## config.mk

```make
export PLATFORM = sky130hd
export DESIGN_NAME = invader_grid
export DESIGN_NICKNAME = d
export VERILOG_FILES = /design/src/rtl/invader_grid.sv
export SDC_FILE = /design/constraint.sdc
export NUM_CORES = 1
export LEC_CHECK = 0
export ABC_AREA = 1
export ABC_CLOCK_PERIOD_IN_PS = 6700
export CAP_MARGIN = 20
export CORE_UTILIZATION = 40
export DETAILED_ROUTE_END_ITERATION = 16
export DONT_BUFFER_PORTS = 1
export SYNTH_ARGS = -nofsm -noshare
export SYNTH_HDL_FRONTEND = slang
export SYNTH_SLANG_ARGS = --single-unit
```

## constraint.sdc

```tcl
create_clock -name i_clk_25MHz -period 6.7 [get_ports i_clk_25MHz]
set_input_delay 1.34 -clock i_clk_25MHz [delete_from_list [all_inputs] [get_ports i_clk_25MHz]]
set_output_delay 1.34 -clock i_clk_25MHz [all_outputs]
set_load 0.02 [all_outputs]
```

## src/rtl/invader_grid.sv

```systemverilog
// invader_grid
//   Multi-row invader formation. Holds a ROWS x COLS alive bitmap, marches it
//   left/right and drops it one screen row at each edge. Player bullets are
//   resolved against every formation row. The march speeds up as invaders
//   die. The block reports landed and cleared conditions.
//
//   Optional feature: define INVADER_GRID_SCORE_EN to add o_score. o_score
//   is a saturating 16-bit score. A hit in row r adds (ROWS - r)*10.
//
// Ports
//   i_clk_25MHz       system clock
//   i_reset_n         asynchronous active-low reset
//   i_start           one-cycle pulse: reload the wave and begin marching
//   i_bullet_valid    bullet coordinates valid this cycle
//   i_bullet_x/_y     bullet column / screen row
//   o_hit             one-cycle pulse on a kill
//   o_hit_row/_col    formation row / column of the last kill
//   o_invaders_array  alive bitmap; row r is bits [r*COLS +: COLS]
//   o_invaders_row    formation row 0 sits on screen row o_invaders_row+1
//   o_alive_count     live invaders
//   o_landed          level: formation reached LAND_ROW
//   o_cleared         level: every invader destroyed
//   o_score           (INVADER_GRID_SCORE_EN only) accumulated score
//
// Bullet handshake: the bullet is sampled on every clock where i_bullet_valid
// is high. No ready/back-pressure exists. A sampled bullet that hits is
// reflected on o_hit one clock later.
module invader_grid #(
  parameter int COLS        = 20,
  parameter int ROWS        = 3,
  parameter int X_W         = 5,
  parameter int Y_W         = 4,
  parameter int INIT_WIDTH  = 9,
  parameter int LAND_ROW    = 14,
  parameter int MIN_PERIOD  = 250000,
  parameter int PERIOD_STEP = 50000
) (
  input  logic                             i_clk_25MHz,
  input  logic                             i_reset_n,
  input  logic                             i_start,
  input  logic                             i_bullet_valid,
  input  logic [X_W-1:0]                   i_bullet_x,
  input  logic [Y_W-1:0]                   i_bullet_y,
  output logic                             o_hit,
  output logic [$clog2(ROWS)-1:0]          o_hit_row,
  output logic [X_W-1:0]                   o_hit_col,
  output logic [ROWS*COLS-1:0]             o_invaders_array,
  output logic [Y_W-1:0]                   o_invaders_row,
  output logic [$clog2(ROWS*COLS+1)-1:0]   o_alive_count,
  output logic                             o_landed,
  output logic                             o_cleared
`ifdef INVADER_GRID_SCORE_EN
  ,
  output logic [15:0]                      o_score
`endif
);

  localparam int AW  = $clog2(ROWS*COLS+1);
  localparam int HRW = $clog2(ROWS);

  localparam logic [1:0] S_IDLE    = 2'd0;
  localparam logic [1:0] S_MARCH   = 2'd1;
  localparam logic [1:0] S_LANDED  = 2'd2;
  localparam logic [1:0] S_CLEARED = 2'd3;

  localparam logic DIR_LEFT  = 1'b0;
  localparam logic DIR_RIGHT = 1'b1;

  logic [1:0]           r_state;
  logic [ROWS*COLS-1:0] r_map;
  logic [Y_W-1:0]       r_row;
  logic                 r_dir;
  logic [31:0]          r_cnt;
  logic                 r_hit;
  logic [HRW-1:0]       r_hit_row;
  logic [X_W-1:0]       r_hit_col;
  logic [AW-1:0]        r_alive;

  logic [Y_W:0]         w_rel;
  logic                 w_hit;
  logic [HRW-1:0]       w_hit_row;
  logic [ROWS*COLS-1:0] w_hit_mask;
  logic [ROWS*COLS-1:0] w_init;
  logic [ROWS*COLS-1:0] w_shl;
  logic [ROWS*COLS-1:0] w_shr;
  logic                 w_edge_hi;
  logic                 w_edge_lo;
  logic [31:0]          w_thresh;
  logic                 w_due;
  logic [Y_W-1:0]       w_row_next;

  // Relative formation row of the bullet. The extra MSB flags a bullet
  // above the formation, where the subtraction underflows.
  assign w_rel = {1'b0, i_bullet_y} - {1'b0, r_row} - {{Y_W{1'b0}}, 1'b1};

  always_comb begin
    w_hit      = 1'b0;
    w_hit_row  = '0;
    w_hit_mask = '0;
    if (r_state == S_MARCH && i_bullet_valid && !w_rel[Y_W]) begin
      for (int r = 0; r < ROWS; r++) begin
        for (int c = 0; c < COLS; c++) begin
          if (w_rel[Y_W-1:0] == Y_W'(r) && i_bullet_x == X_W'(c) && r_map[r*COLS+c]) begin
            w_hit              = 1'b1;
            w_hit_row          = HRW'(r);
            w_hit_mask[r*COLS+c] = 1'b1;
          end
        end
      end
    end
  end

  // Shifts stay inside each row; nothing crosses a row boundary.
  always_comb begin
    w_init    = '0;
    w_shl     = '0;
    w_shr     = '0;
    w_edge_hi = 1'b0;
    w_edge_lo = 1'b0;
    for (int r = 0; r < ROWS; r++) begin
      for (int c = 0; c < INIT_WIDTH; c++) w_init[r*COLS+c] = 1'b1;
      w_shl[r*COLS +: COLS] = r_map[r*COLS +: COLS] << 1;
      w_shr[r*COLS +: COLS] = r_map[r*COLS +: COLS] >> 1;
      w_edge_hi = w_edge_hi | r_map[r*COLS+COLS-1];
      w_edge_lo = w_edge_lo | r_map[r*COLS];
    end
  end

  assign w_thresh   = 32'(MIN_PERIOD) + 32'(r_alive) * 32'(PERIOD_STEP) - 32'd1;
  assign w_due      = (r_cnt >= w_thresh);
  assign w_row_next = r_row + Y_W'(1);

  always_ff @(posedge i_clk_25MHz or negedge i_reset_n) begin
    if (!i_reset_n) begin
      r_state   <= S_IDLE;
      r_map     <= '0;
      r_row     <= '0;
      r_dir     <= DIR_LEFT;
      r_cnt     <= '0;
      r_hit     <= 1'b0;
      r_hit_row <= '0;
      r_hit_col <= '0;
      r_alive   <= '0;
    end else begin
      r_hit <= 1'b0;
      if (i_start) begin
        r_state <= S_MARCH;
        r_map   <= w_init;
        r_row   <= '0;
        r_dir   <= DIR_LEFT;
        r_cnt   <= '0;
        r_alive <= AW'(ROWS*INIT_WIDTH);
      end else if (r_state == S_MARCH) begin
        if (w_hit) begin
          // A kill takes this cycle. A due step waits: the counter holds,
          // so the step fires next cycle.
          r_map     <= r_map & ~w_hit_mask;
          r_hit     <= 1'b1;
          r_hit_row <= w_hit_row;
          r_hit_col <= i_bullet_x;
          r_alive   <= r_alive - AW'(1);
          if (!w_due) r_cnt <= r_cnt + 32'd1;
          if (r_alive == AW'(1)) r_state <= S_CLEARED;
        end else if (w_due) begin
          r_cnt <= '0;
          if ((r_dir == DIR_LEFT && w_edge_hi) || (r_dir == DIR_RIGHT && w_edge_lo)) begin
            r_row <= w_row_next;
            r_dir <= ~r_dir;
            if (w_row_next == Y_W'(LAND_ROW)) r_state <= S_LANDED;
          end else if (r_dir == DIR_LEFT) begin
            r_map <= w_shl;
          end else begin
            r_map <= w_shr;
          end
        end else begin
          r_cnt <= r_cnt + 32'd1;
        end
      end
    end
  end

  assign o_hit            = r_hit;
  assign o_hit_row        = r_hit_row;
  assign o_hit_col        = r_hit_col;
  assign o_invaders_array = r_map;
  assign o_invaders_row   = r_row;
  assign o_alive_count    = r_alive;
  assign o_landed         = (r_state == S_LANDED);
  assign o_cleared        = (r_state == S_CLEARED);

`ifdef INVADER_GRID_SCORE_EN
  logic [15:0] r_score;
  logic [16:0] w_sum;

  // Top formation row (row 0) is worth the most.
  assign w_sum = {1'b0, r_score} + 17'((ROWS - int'(w_hit_row)) * 10);

  always_ff @(posedge i_clk_25MHz or negedge i_reset_n) begin
    if (!i_reset_n) begin
      r_score <= '0;
    end else if (i_start) begin
      r_score <= '0;
    end else if (w_hit) begin
      r_score <= w_sum[16] ? 16'hFFFF : w_sum[15:0];
    end
  end

  assign o_score = r_score;
`endif

endmodule

```

Yosys cells after proc, flatten, opt, wreduce, memory -nomap -nowiden
Cells that the tools add are included.
Widths: inputs -> output; s select.
{"block": "op_classes", "reduce_logical": 141, "n_addsub": 7, "n_bitwise": 8, "n_lt_le_gt_ge": 1, "n_eq_ne": 30, "multipliers": 1, "mux": 196}
{"op": "$mux 60", "n": 7}
{"op": "$mux 32", "n": 5}
{"op": "$mux 1", "n": 129}
{"op": "$logic_and 1x1->1", "n": 124}
{"op": "$mux 2", "n": 47}
{"op": "$and 60x60->60", "n": 1}
{"op": "$not 60->60", "n": 1}
{"op": "$eq 5x4->1 const B", "n": 8}
{"op": "$add 32x1->32 const B", "n": 1}
{"op": "$ge 32x32->1", "n": 1}
{"op": "$sub 23x1->24 const B", "n": 1}
{"op": "$add 18x22->23 const A", "n": 1}
{"op": "$eq 5x3->1 const B", "n": 4}
{"op": "$eq 5x5->1 const B", "n": 4}
{"op": "$mux 4", "n": 5}
{"op": "$mul 6x12->18 const B", "n": 1}
{"op": "$mux 6", "n": 3}
{"op": "$eq 5x2->1 const B", "n": 2}
{"op": "$reduce_bool 3->1", "n": 3}
{"op": "$reduce_bool 2->1", "n": 4}
{"op": "$eq 6x1->1 const B", "n": 1}
{"op": "$ne 3x3->1 const B", "n": 2}
{"op": "$reduce_and 3->1", "n": 2}
{"op": "$sub 6x1->6 const B", "n": 1}
{"op": "other kinds (20)", "n": 26}
{"block": "totals", "reg_bits": 113, "out_inout_bits": 80, "word_cells": 393, "inputBits": 13}

Logic depth before layout (Yosys ltp)
{"block": "logic_depth", "depth_word": 69, "mapped_depth": 31}

Least setup slack after synthesis
OpenSTA, ideal clock, no wires.
{"block": "synth_path", "path_type": "register to register", "from": "register r_alive[2] (netlist: o_alive_count[2])", "to": "register r_map[41] (netlist: o_invaders_array[41])", "slack_ns": 1.227, "path_stages_with_launch": 29, "required_time_ns": 6.634, "setup_ns": 0.066, "arrival_time_ns": 5.407, "synth_period_minus_slack_ns": 5.473, "path_cell_list": "dfrtp_1 inv_1 ha_1 fa_1 inv_1 fa_1 inv_1 ha_1 a21oi_1 nand2_1 a21oi_1 o21bai_1 xor2_1 inv_1 nand2_1 nand4_1 or2_2 nand4_1 nand2_1 ha_1 a21oi_1 o211ai_1 a21oi_1 nand2_1 nand3_1 clkbuf_1 clkbuf_1 nand3_1 nand2_1"}
{"block": "synth_between", "elab_chain_len": 6}
{"item": "from (decl)", "line": "77", "text": "logic [AW-1:0] r_alive;"}
{"item": "from (signal assigned)", "line": "152", "text": "r_alive <= AW'(ROWS*INIT_WIDTH);"}
{"item": "from (signal assigned)", "line": "161", "text": "r_alive <= r_alive - AW'(1);"}
{"item": "$mul 6x12->18", "line": "129", "text": "assign w_thresh = 32'(MIN_PERIOD) + 32'(r_alive) * 32'(PERIOD_STEP) - 32'd1;"}
{"item": "$add 18x22->23", "line": "129"}
{"item": "$sub 23x1->24", "line": "129"}
{"item": "$ge 32x32->1", "line": "130", "text": "assign w_due = (r_cnt >= w_thresh);"}
{"item": "$reduce_bool 3->1 (no source line)"}
{"item": "$reduce_and 3->1 (no source line)"}
{"item": "to (signal assigned)", "line": "148", "text": "r_map <= w_init;"}
{"item": "to (signal assigned)", "line": "157", "text": "r_map <= r_map & ~w_hit_mask;"}
{"item": "to (signal assigned)", "line": "171", "text": "r_map <= w_shl;"}
{"item": "to (decl)", "line": "70", "text": "logic [ROWS*COLS-1:0] r_map;"}
Every way passes these cells.
A chain may end at the register's enable or synchronous reset.

Worst setup path in the final report
{"block": "layout_path", "from": "register r_alive[1] (netlist: o_alive_count[1])", "to": "register r_cnt[23]"}
{"block": "layout_between", "elab_chain_len": 8, "word_cells_on_any_way": 10, "classes_between": "add/sub: 2; mul: 1; order compare: 1; eq/ne: 1; mux: 4; reduce/logical: 1"}
{"item": "$mul 6x12->18 (*)", "line": "129"}
{"item": "$add 18x22->23 (*)", "line": "129"}
{"item": "$sub 23x1->24 (*)", "line": "129"}
{"item": "$ge 32x32->1 (*)", "line": "130"}
{"item": "$mux 32", "line": "164", "text": "end else if (w_due) begin"}
{"item": "$mux 32", "line": "154", "text": "if (w_hit) begin"}
{"item": "$mux 32", "line": "153", "text": "end else if (r_state == S_MARCH) begin"}
{"item": "$mux 32", "line": "146", "text": "if (i_start) begin"}
{"item": "to (signal assigned)", "line": "162", "text": "if (!w_due) r_cnt <= r_cnt + 32'd1;"}
{"item": "to (signal assigned)", "line": "176", "text": "r_cnt <= r_cnt + 32'd1;"}
{"item": "to (decl)", "line": "73", "text": "logic [31:0] r_cnt;"}
Every way passes the cells marked *; elsewhere a longest branch is shown, timed or not. The select of a mux whose other input is x is not followed.

==> impl_metrics.json <==
{
  "internal_power_mw": 1.522,
  "fmax_mhz": 165.4,
  "period_minus_slack_ns": 6.046,
  "synth_edf_count": 0,
  "core_area_um2": 23680,
  "combPwrFrac_pct": 23.7,
  "cts_tree": "yes",
  "syn_area_um2": 9731,
  "seq_area_um2": 2834,
  "insertedDiodeCount": 0,
  "yosys-top-cells-count": "369 x nand2_1, 166 x inv_1, 159 x nand3_1",
  "root_buffer": "clkbuf_16",
  "avgViaCountPerCell": 5.383,
  "async_flop_share_pct": 100.0,
  "ys_seq_elements": 113,
  "ys_warn_count": 0,
  "htree_levels": 4,
  "finalCritPeriodShare_pct": 90.24,
  "dp_hpwl_mm": 20.31,
  "critPathCaptureType": "register",
  "startpoint": "o_alive_count[1]",
  "synth_top_family_by_area": "simple AND/OR/NAND/NOR gates",
  "status": "finished, final reports clean",
  "wl_per_cell_um": 16.85,
  "port-buffer-count": 0,
  "grt_usage_pct": 24.40,
  "die-area_um2": 24950,
  "antenna_found_initial": 0,
  "switching_share_pct": 36.49,
  "ios": 93,
  "synthTopCellsByArea": "dfrtp_1 29%, nand2_1 14%, ha_1 9.3%, nand3_1 8.2%, o21ai_0 6.8%",
  "start_util_pct": 41.09,
  "multi_input_area_um2": 5941,
  "r2r_start": "o_alive_count[1]",
  "grt_max_degree": 117,
  "final_hold_viol_count": 0,
  "cts_buffers": 17,
  "ir_worst_vdd_mv": 0.1497,
  "cp-start-kind": "register",
  "yosysSeqAreaShare_pct": 29.06,
  "switchingPower_mw": 0.8746,
  "fin_setup_tns_ns": 0,
  "synthCells": 1466,
  "syn_area_per_cell_um2": 6.638,
  "yosys.area_share.simple_pct": 34.00,
  "synthMuxAreaShare_pct": 0,
  "whs_path_depth": 2,
  "synth_cell_types": 46,
  "setup_violations": 0,
  "path_clk_slew_ns": 0.06,
  "placed_area_um2": 9898,
  "fin_nets": 1517,
  "ant_nets": 0,
  "hp-class": "register to register",
  "r2r_setup_slack_ns": 0.65,
  "rr_worst_depth": 26,
  "synth_compound_area_share_pct": 13.18,
  "synthFlopType": "dfrtp_1",
  "globalplace.congestion": 0.8531,
  "cts.sinks": 113,
  "drive_above_1_share_pct": 4.795,
  "vias": 9463,
  "endpoint": "r_cnt[23]",
  "synthAdderAreaFrac_pct": 10.49,
  "fill_cells": 2471,
  "worstPathRequired_ns": 7.04,
  "areaGrowthSynthToFinish_pct": 8.100,
  "drcViolationCount": 0,
  "worst-setup-path-type": "register to register",
  "cp.arrival_ns": 6.39,
  "tightest_slew_ns": 1.088,
  "p_leak_nw": 5.030,
  "synth_top_area_share_pct": 29.06,
  "synth_xor_area_share_pct": 3.330,
  "row_count": 56,
  "r2r-end": "r_cnt[23]",
  "clock_path_buffers": 2,
  "insertion_delay_ns": 0.43,
  "setup_ws_ns": 0.6536,
  "grt_pass1_wl_mm": 47.20,
  "rsz0062_at_grt": "no",
  "place_inst": 1726,
  "die_w_um": 158.0,
  "grt_pass1_vias": 8690,
  "p_per_area_nw_per_um2": 227.9,
  "synth.most_common_cell": "nand2_1",
  "pwr-share-clk_pct": 40.7,
  "slew_violations": 0,
  "drtIter0Drc": 896,
  "post-place-ws_ns": 0.6438,
  "finalClockSkew_ns": 0.009791,
  "grt_overflow": 0,
  "p_seq_share_pct": 35.6,
  "fin_cells": 1758,
  "path_max_fanout": 27,
  "finalWirelength_mm": 29.63,
  "synth_nets": 1557,
  "maxSlewHeadroom_pct": 27.48,
  "fp.dieH_um": 158.0,
  "finalInstanceArea_um2": 10520,
  "fin_util_pct": 44.42,
  "max_cap_viol_count": 0,
  "yosysTopAreaCell": "dfrtp_1",
  "first_pass_iters": 5
}
==> how the worst min path moves through the flow <==
stage	startpoint	endpoint	slack, ns
2_1_floorplan	r_state[1]	r_state[1]	0.46
3_3_place_gp	r_cnt[28]	r_cnt[28]	0.48
3_5_place_dp	r_cnt[28]	r_cnt[28]	0.48
4_1_cts	r_cnt[28]	r_cnt[28]	0.49
5_1_grt	r_cnt[24]	r_cnt[24]	0.51
6_report	r_cnt[28]	r_cnt[28]	0.49
==> registers in the layout (all words and copies together), names as in the netlist <==
signal,flops
o_hit_col,5
o_invaders_row,4
o_hit,1
r_state,2
r_dir,1
r_cnt,32
o_hit_row,2
o_invaders_array,60
o_alive_count,6
==> power by group through the flow <==
stage                     sequential [mW]  clock (mW)  combinational (mW)
after floorplan                     0.820           0               0.476
after global placement              0.864           0               0.553
after detailed placement            0.865           0               0.561
after CTS                           0.853       0.986               0.567
after global routing                0.864        1.01               0.660
final                               0.854       0.975               0.568
==> stage by stage <==
stage                     total power [mW]  hold slack (ns)
after floorplan                      1.296           0.4638
after global placement               1.418           0.4820
after detailed placement             1.427           0.4848
after CTS                            2.406           0.4944
after global routing                 2.538           0.5074
final                                2.397           0.4920
==> cells in the final DEF (no fill, tap or decap), drive strengths merged, types with 4 or more instances in the layout <==
cell type  count
clkbuf        18
dfrtp        113
o31ai          4
nand4         50
a21oi         66
fa             6
buf            8
inv          174
xor2          26
nor2         143
xnor2         11
ha            72
clkinvlp       6
nor3          17
o21ai        163
nand3        162
nand2        374
==> cell families (layout without fill, tap and decap cells) <==
family                     Yosys count  after routing
adders and majority gates           78             78
buffers and inverters              238            211
DFF                                113            113
xor gates and xnor gates            37             37
AOI/OAI and AO/OA                  247            247
and+or+nand+nor                    753            753
==> critical path, cell delays in order, from the launching register on <==
cell and delay (ns):
dfrtp_2 0.48, inv_1 0.25, ha_1 0.31, fa_1 0.50
inv_1 0.06, fa_1 0.50, inv_1 0.04, ha_1 0.33
inv_1 0.08, nor3_1 0.28, a21oi_1 0.16, o21bai_1 0.17
xor2_1 0.31, inv_1 0.07, nand4_1 0.13, nor2_1 0.05
nor2_1 0.12, xor2_1 0.10, ha_1 0.31, inv_1 0.05
o31ai_1 0.23, a21oi_1 0.09, nand2_1 0.24, nand4_4 0.42
nand2_4 0.24, inv_2 0.20, o21ai_0 0.21
==> cell type report <==
cell class	instances	area share, %
sequential	113	26.94
multi-input combinational	1115	56.48
clock inverter	14	1.701
inverter	171	6.102
timing repair buffer	8	0.8089
clock buffer	18	4.175
tap	319	3.794
==> timing repair <==
action / in CTS / in global routing
setup endpoints to repair: 0 / 10
hold buffers: 0 / 0
resized for setup: 0 / 2
hold endpoints to repair: 0 / 0
buffers inserted: 0 / 0
==> layer usage <==
layer	track usage (%)	share of wire, %	vias up
met1	33.67	45	4352
met5	0	0	-
li1	-	-	4748
met3	6.734	9.5	38
met2	36.98	44	325
met4	6.960	1.6	0
No activity file was read; power rests on OpenSTA's default activity.
